### src/rtl/sfifo_pkg.sv
// Shared constants, pointer/count width helper and read-mode enum for the
// synchronous FIFO.
package sfifo_pkg;

  localparam int SFIFO_DEF_WIDTH     = 32;
  localparam int SFIFO_DEF_DEPTH     = 64;
  localparam int SFIFO_DEF_FWFT      = 0;
  localparam int SFIFO_DEF_AF_MARGIN = 4;
  localparam int SFIFO_DEF_AE_THRESH = 4;

  typedef enum logic {
    REGISTERED = 1'b0,
    FWFT       = 1'b1
  } rd_mode_e;

  // One extra bit beyond the address so full and empty are distinguishable.
  function automatic int sfifo_ptr_w(input int depth);
    return $clog2(depth) + 1;
  endfunction

endpackage

### src/rtl/sfifo_ram.sv
// FIFO storage: C_DEPTH x C_WIDTH, synchronous write, asynchronous read.
module sfifo_ram
  import sfifo_pkg::*;
#(
  parameter int C_WIDTH = SFIFO_DEF_WIDTH,
  parameter int C_DEPTH = SFIFO_DEF_DEPTH,
  localparam int AW     = $clog2(C_DEPTH)
) (
  input  logic               i_clk,
  input  logic               i_wen,
  input  logic [AW-1:0]      i_wr_addr,
  input  logic [C_WIDTH-1:0] i_wr_data,
  input  logic [AW-1:0]      i_rd_addr,
  output logic [C_WIDTH-1:0] o_rd_data
);

  logic [C_WIDTH-1:0] mem [C_DEPTH];

  // NOTE: the array has no reset; the FIFO pointers alone define which
  // entries are valid, and an unreset array maps onto plain RAM cells.
  always_ff @(posedge i_clk) begin
    if (i_wen) mem[i_wr_addr] <= i_wr_data;
  end

  assign o_rd_data = mem[i_rd_addr];

endmodule

### src/rtl/sfifo.sv
// Synchronous FIFO control: pointers, occupancy, registered flags, read port.
// Optional sticky overflow/underflow flags are built when SFIFO_ERR_EN is defined.
module sfifo
  import sfifo_pkg::*;
#(
  parameter int C_WIDTH     = SFIFO_DEF_WIDTH,
  parameter int C_DEPTH     = SFIFO_DEF_DEPTH,
  parameter int C_FWFT      = SFIFO_DEF_FWFT,
  parameter int C_AF_THRESH = C_DEPTH - SFIFO_DEF_AF_MARGIN,
  parameter int C_AE_THRESH = SFIFO_DEF_AE_THRESH,
  localparam int PW         = sfifo_ptr_w(C_DEPTH)
) (
  input  logic               i_clk,
  input  logic               i_rst_n,
  input  logic               i_wen,
  input  logic [C_WIDTH-1:0] i_wr_data,
  output logic               o_full,
  output logic               o_almost_full,
  input  logic               i_ren,
  output logic [C_WIDTH-1:0] o_rd_data,
  output logic               o_empty,
  output logic               o_almost_empty,
  output logic [PW-1:0]      o_count
`ifdef SFIFO_ERR_EN
  ,
  input  logic               i_err_clr,
  output logic               o_overflow,
  output logic               o_underflow
`endif
);

  localparam int       AW       = PW - 1;
  localparam rd_mode_e MODE     = (C_FWFT != 0) ? FWFT : REGISTERED;
  localparam logic [PW-1:0] FULL_XOR = {1'b1, {AW{1'b0}}};

  logic [PW-1:0]      wr_ptr, rd_ptr, wr_ptr_nxt, rd_ptr_nxt, count_nxt;
  logic               wr_acc, rd_acc;
  logic [C_WIDTH-1:0] ram_rd;

  assign wr_acc = i_wen & ~o_full;
  assign rd_acc = i_ren & ~o_empty;

  // NOTE: every output of this block gets a default first, so no path
  // leaves a value unassigned and no latch is inferred.
  always_comb begin
    wr_ptr_nxt = wr_ptr + PW'(wr_acc);
    rd_ptr_nxt = rd_ptr + PW'(rd_acc);
    count_nxt  = o_count;
    case ({wr_acc, rd_acc})
      2'b10:   count_nxt = o_count + PW'(1);
      2'b01:   count_nxt = o_count - PW'(1);
      default: count_nxt = o_count;
    endcase
  end

  // NOTE: state is updated with non-blocking assignments so every register
  // samples pre-edge values regardless of statement order.
  always_ff @(posedge i_clk) begin
    if (!i_rst_n) begin
      wr_ptr         <= '0;
      rd_ptr         <= '0;
      o_count        <= '0;
      o_full         <= 1'b0;
      o_empty        <= 1'b1;
      o_almost_full  <= 1'b0;
      o_almost_empty <= 1'b1;
    end else begin
      wr_ptr         <= wr_ptr_nxt;
      rd_ptr         <= rd_ptr_nxt;
      o_count        <= count_nxt;
      // Equal pointers are empty; equal addresses with opposite wrap bits are full.
      o_full         <= (wr_ptr_nxt ^ rd_ptr_nxt) == FULL_XOR;
      o_empty        <= wr_ptr_nxt == rd_ptr_nxt;
      o_almost_full  <= count_nxt >= PW'(C_AF_THRESH);
      o_almost_empty <= count_nxt <= PW'(C_AE_THRESH);
    end
  end

  sfifo_ram #(
    .C_WIDTH (C_WIDTH),
    .C_DEPTH (C_DEPTH)
  ) u_ram (
    .i_clk     (i_clk),
    .i_wen     (wr_acc),
    .i_wr_addr (wr_ptr[AW-1:0]),
    .i_wr_data (i_wr_data),
    .i_rd_addr (rd_ptr[AW-1:0]),
    .o_rd_data (ram_rd)
  );

  generate
    if (MODE == FWFT) begin : g_fwft
      // Tracks the word on display so it is held once the FIFO drains.
      logic [C_WIDTH-1:0] hold_q;
      always_ff @(posedge i_clk) begin
        if (!i_rst_n)      hold_q <= '0;
        else if (!o_empty) hold_q <= ram_rd;
      end
      assign o_rd_data = o_empty ? hold_q : ram_rd;
    end else begin : g_reg
      logic [C_WIDTH-1:0] rd_q;
      always_ff @(posedge i_clk) begin
        if (!i_rst_n)    rd_q <= '0;
        else if (rd_acc) rd_q <= ram_rd;
      end
      assign o_rd_data = rd_q;
    end
  endgenerate

`ifdef SFIFO_ERR_EN
  always_ff @(posedge i_clk) begin
    if (!i_rst_n || i_err_clr) begin
      o_overflow  <= 1'b0;
      o_underflow <= 1'b0;
    end else begin
      if (i_wen && o_full)  o_overflow  <= 1'b1;
      if (i_ren && o_empty) o_underflow <= 1'b1;
    end
  end
`endif

endmodule

### config.mk
export PLATFORM = sky130hd
export DESIGN_NAME = sfifo
export DESIGN_NICKNAME = d
export VERILOG_FILES = /design/src/rtl/sfifo_pkg.sv /design/src/rtl/sfifo_ram.sv /design/src/rtl/sfifo.sv
export SDC_FILE = /design/constraint.sdc
export NUM_CORES = 2
export LEC_CHECK = 0
export BUFFER_PORTS_ARGS = -buffer_cell sky130_fd_sc_hd__buf_2
export CELL_PAD_IN_SITES_DETAIL_PLACEMENT = 0
export CELL_PAD_IN_SITES_GLOBAL_PLACEMENT = 2
export CORE_ASPECT_RATIO = 1.1
export CORE_MARGIN = 5
export CORE_UTILIZATION = 35
export DETAILED_ROUTE_END_ITERATION = 8
export PLACE_DENSITY_LB_ADDON = 0.25
export SLEW_MARGIN = 20
export SYNTH_ARGS = -nofsm -noshare
export SYNTH_HDL_FRONTEND = slang
export SYNTH_HIERARCHICAL = 1
export SYNTH_SLANG_ARGS = --single-unit
### constraint.sdc
create_clock -name i_clk -period 8.61 [get_ports i_clk]
set_input_delay 0.4305 -clock i_clk [delete_from_list [all_inputs] [get_ports i_clk]]
set_output_delay 0.4305 -clock i_clk [all_outputs]
set_load 0.03 [all_outputs]
==> flow_summary.toml <==
[run_status]
status = "complete, no violations"

[global_route]
grt_pass1_wl_mm = 317
grt_max_degree = 89
first_global_vias = 39400
overflow = 0
antenna_found_initial = 18
grt_usage_pct = 18.9

[critical_path]
path_max_fanout = 38
crit_slowest_cell = "dfxtp_4"
critical_path_class = "reg2reg"
worstSetupEndpointType = "flop"
critPathArrivalTime_ns = 5.15
required_ns = 9.30
crit_path_start_kind = "flop"
slowest_delay_ns = 0.87
path_cells = "buf_4, buf_4, mux4_2, mux4_2, o22ai_1, nor2_1, nand2_1, a21oi_1"

[sta]
period_needed_ns = 4.46
setup_viol = 0
slew_violations = 0
tightest_slew_ns = 1.21
max_freq_ghz = 0.224
slew-limit-headroom_pct = 19.6
post-route-period-util_pct = 51.8
rsz0062_at_grt = "false"
finalSetupTns_ns = 0
hold_viol_final = 0
fin_skew_ns = 0.0340

[placement]
gp_congestion = 0.734
portBuffers = 78
dp.cells = 6660
place_hpwl_mm = 124

[synthesis]
synth_most_common_cell = "edfxtp_1"
synthTopCellsByCount = "edfxtp_1 (2,048), mux4_2 (544), nor2_1 (157)"
synth_area_leaders = "edfxtp_1 (77%), mux4_2 (15%), dfxtp_1 (1.4%)"
synth_seq_cells = 2105
synthCells = 3590
synthArstFlopShare_pct = 0
yosys.area.top_type = "edfxtp_1"
syn_nets = 3631
avgSynthCellArea_um2 = 22.4
syn_area_um2 = 80300
synth-edff-count = 2048
yosysWarnings = 6
yosysTopAreaCellShare_pct = 76.5
synth_seq_area_share_pct = 78.0
ys.flop_type = "edfxtp_1"
yosysUniqueCellTypes = 58

[routing]
drcViolationCount = 0
dr.pass1.iters = 5
routed.top_layer = "met5"
route.vias.total = 38200
vias_per_cell = 5.42
m1WireLength_mm = 94.3
wirelength_mm = 227
dr_wl_met3_mm = 12.3
wl_per_cell_um = 32.2
drtAntennaViolNets = 0
wl_met2_mm = 113
drtIter0Drc = 3805

[clock_tree]
clock_path_buffers = 3
cts_made_buffers = 209
cts-hold-fix-buffers = 1
cts_sinks = 2105
cts_resized = 0
cts_tree = "built"
clk_latency_ns = 0.85
post_cts_buffers = 0
clk_pin_slew_ns = 0.06
htree_levels = 4
cts_root_buf = "clkbuf_16"

[pwr]
p_leak_nw = 27.4
power_per_cell_area_nw_per_um2 = 237
peakVddDrop_mv = 0.194

[floorplan]
start_util_pct = 35.2
dieArea_um2 = 239000
die_w_um = 467
core_area_um2 = 228000
num_rows = 184
ios = 79
chipHeight_um = 513

[job]
maxCapViolCount = 0

[finish]
nets = 3844
fin_cells = 7060
utilization_pct = 40.2
area.growth.synth_to_final_pct = 14.4
layout-drive-gt1-share_pct = 28.3

[hold_path]
min_path_type = "in2reg"
-- layout make-up --
type	count	area, µm²
repair buffers	204	1510
clock buffers	279	5680
flip-flops and latches	2105	62700
clock inverters	111	961
multi-input cells	1275	17200
fillers	20300	136000
well taps	3069	3840
inverters	8	35.0
diodes	9	22.5
-- cells in the final DEF (no fill, tap or decap), drive strengths merged, types with 17 or more instances in the layout --
cell / n
inv: 17
nand2: 95
o22ai: 84
nor2: 157
dfxtp: 57
mux2i: 95
clkbuf: 279
mux4: 544
clkinv: 84
a21oi: 99
buf: 203
o221ai: 27
edfxtp: 2048
-- sequential cells by signal, indices dropped and copies added, names as in the netlist --
signal	count
o_almost_empty	1
o_almost_full	1
o_count	7
o_empty	1
o_full	1
o_rd_data	32
rd_ptr	7
u_ram/mem	2048
wr_ptr	7
-- stage by stage --
| step | power (mW) | setup WS (ns) | hold WS, ns | cell area, µm² |
|---|---|---|---|---|
| floorplan | 12.6 | 4.66 | 0.485 | 80300 |
| global route | 22.6 | 3.80 | 0.118 | 91900 |
| CTS | 22.1 | 3.99 | 0.0888 | 91800 |
| finish | 21.8 | 4.15 | 0.124 | 91900 |
| global placement | 13.2 | 3.91 | 0.480 | 85100 |
| detailed placement | 13.2 | 4.00 | 0.481 | 85200 |
-- logic make-up after synthesis --
logic type               share of synthesized area, %
multiplexers                                     16.4
flip-flops                                       78.0
adder cells (fa/ha/maj)                        0.0779
AO/OA/AOI/OAI                                    2.07
AND/OR/NAND/NOR                                  1.92
XOR/XNOR                                        0.282
buffers and inverters                            1.26
-- worst paths after layout --
kind	start	end	slack, ns	cells past startpoint
max	rd_ptr[0]	o_rd_data[1]	4.15	8
min	i_wr_data[14]	u_ram/mem[21][14]	0.12	1
max reg2reg	rd_ptr[0]	o_rd_data[1]	4.15	8
min reg2reg	o_rd_data[2]	o_rd_data[2]	0.48	2
-- power breakdown --
part	total, mW	switching [mW]	internal (mW)	leakage (nW)
sequential	11.4	0.0813	11.3	18.9
clock	8.89	3.85	5.04	3.26
combinational	1.55	0.878	0.669	5.26
-- critical path, delay by kind of cell (launching register included) --
| kind | cells | cell delay (ns) |
|---|---|---|
| mux | 2 | 1.05 |
| compound gates | 2 | 0.73 |
| simple gates | 2 | 0.21 |
| buf+inv | 2 | 1.37 |
| flops | 1 | 0.87 |
-- routing by layer --
layer / GRT usage (%) / up-vias
li1: - / 15600
met1: 25.2 / 21200
met2: 31.7 / 1098
met3: 3.42 / 328
met4: 5.81 / 12
met5: 0 / -
(Power assumes the default switching activity.)
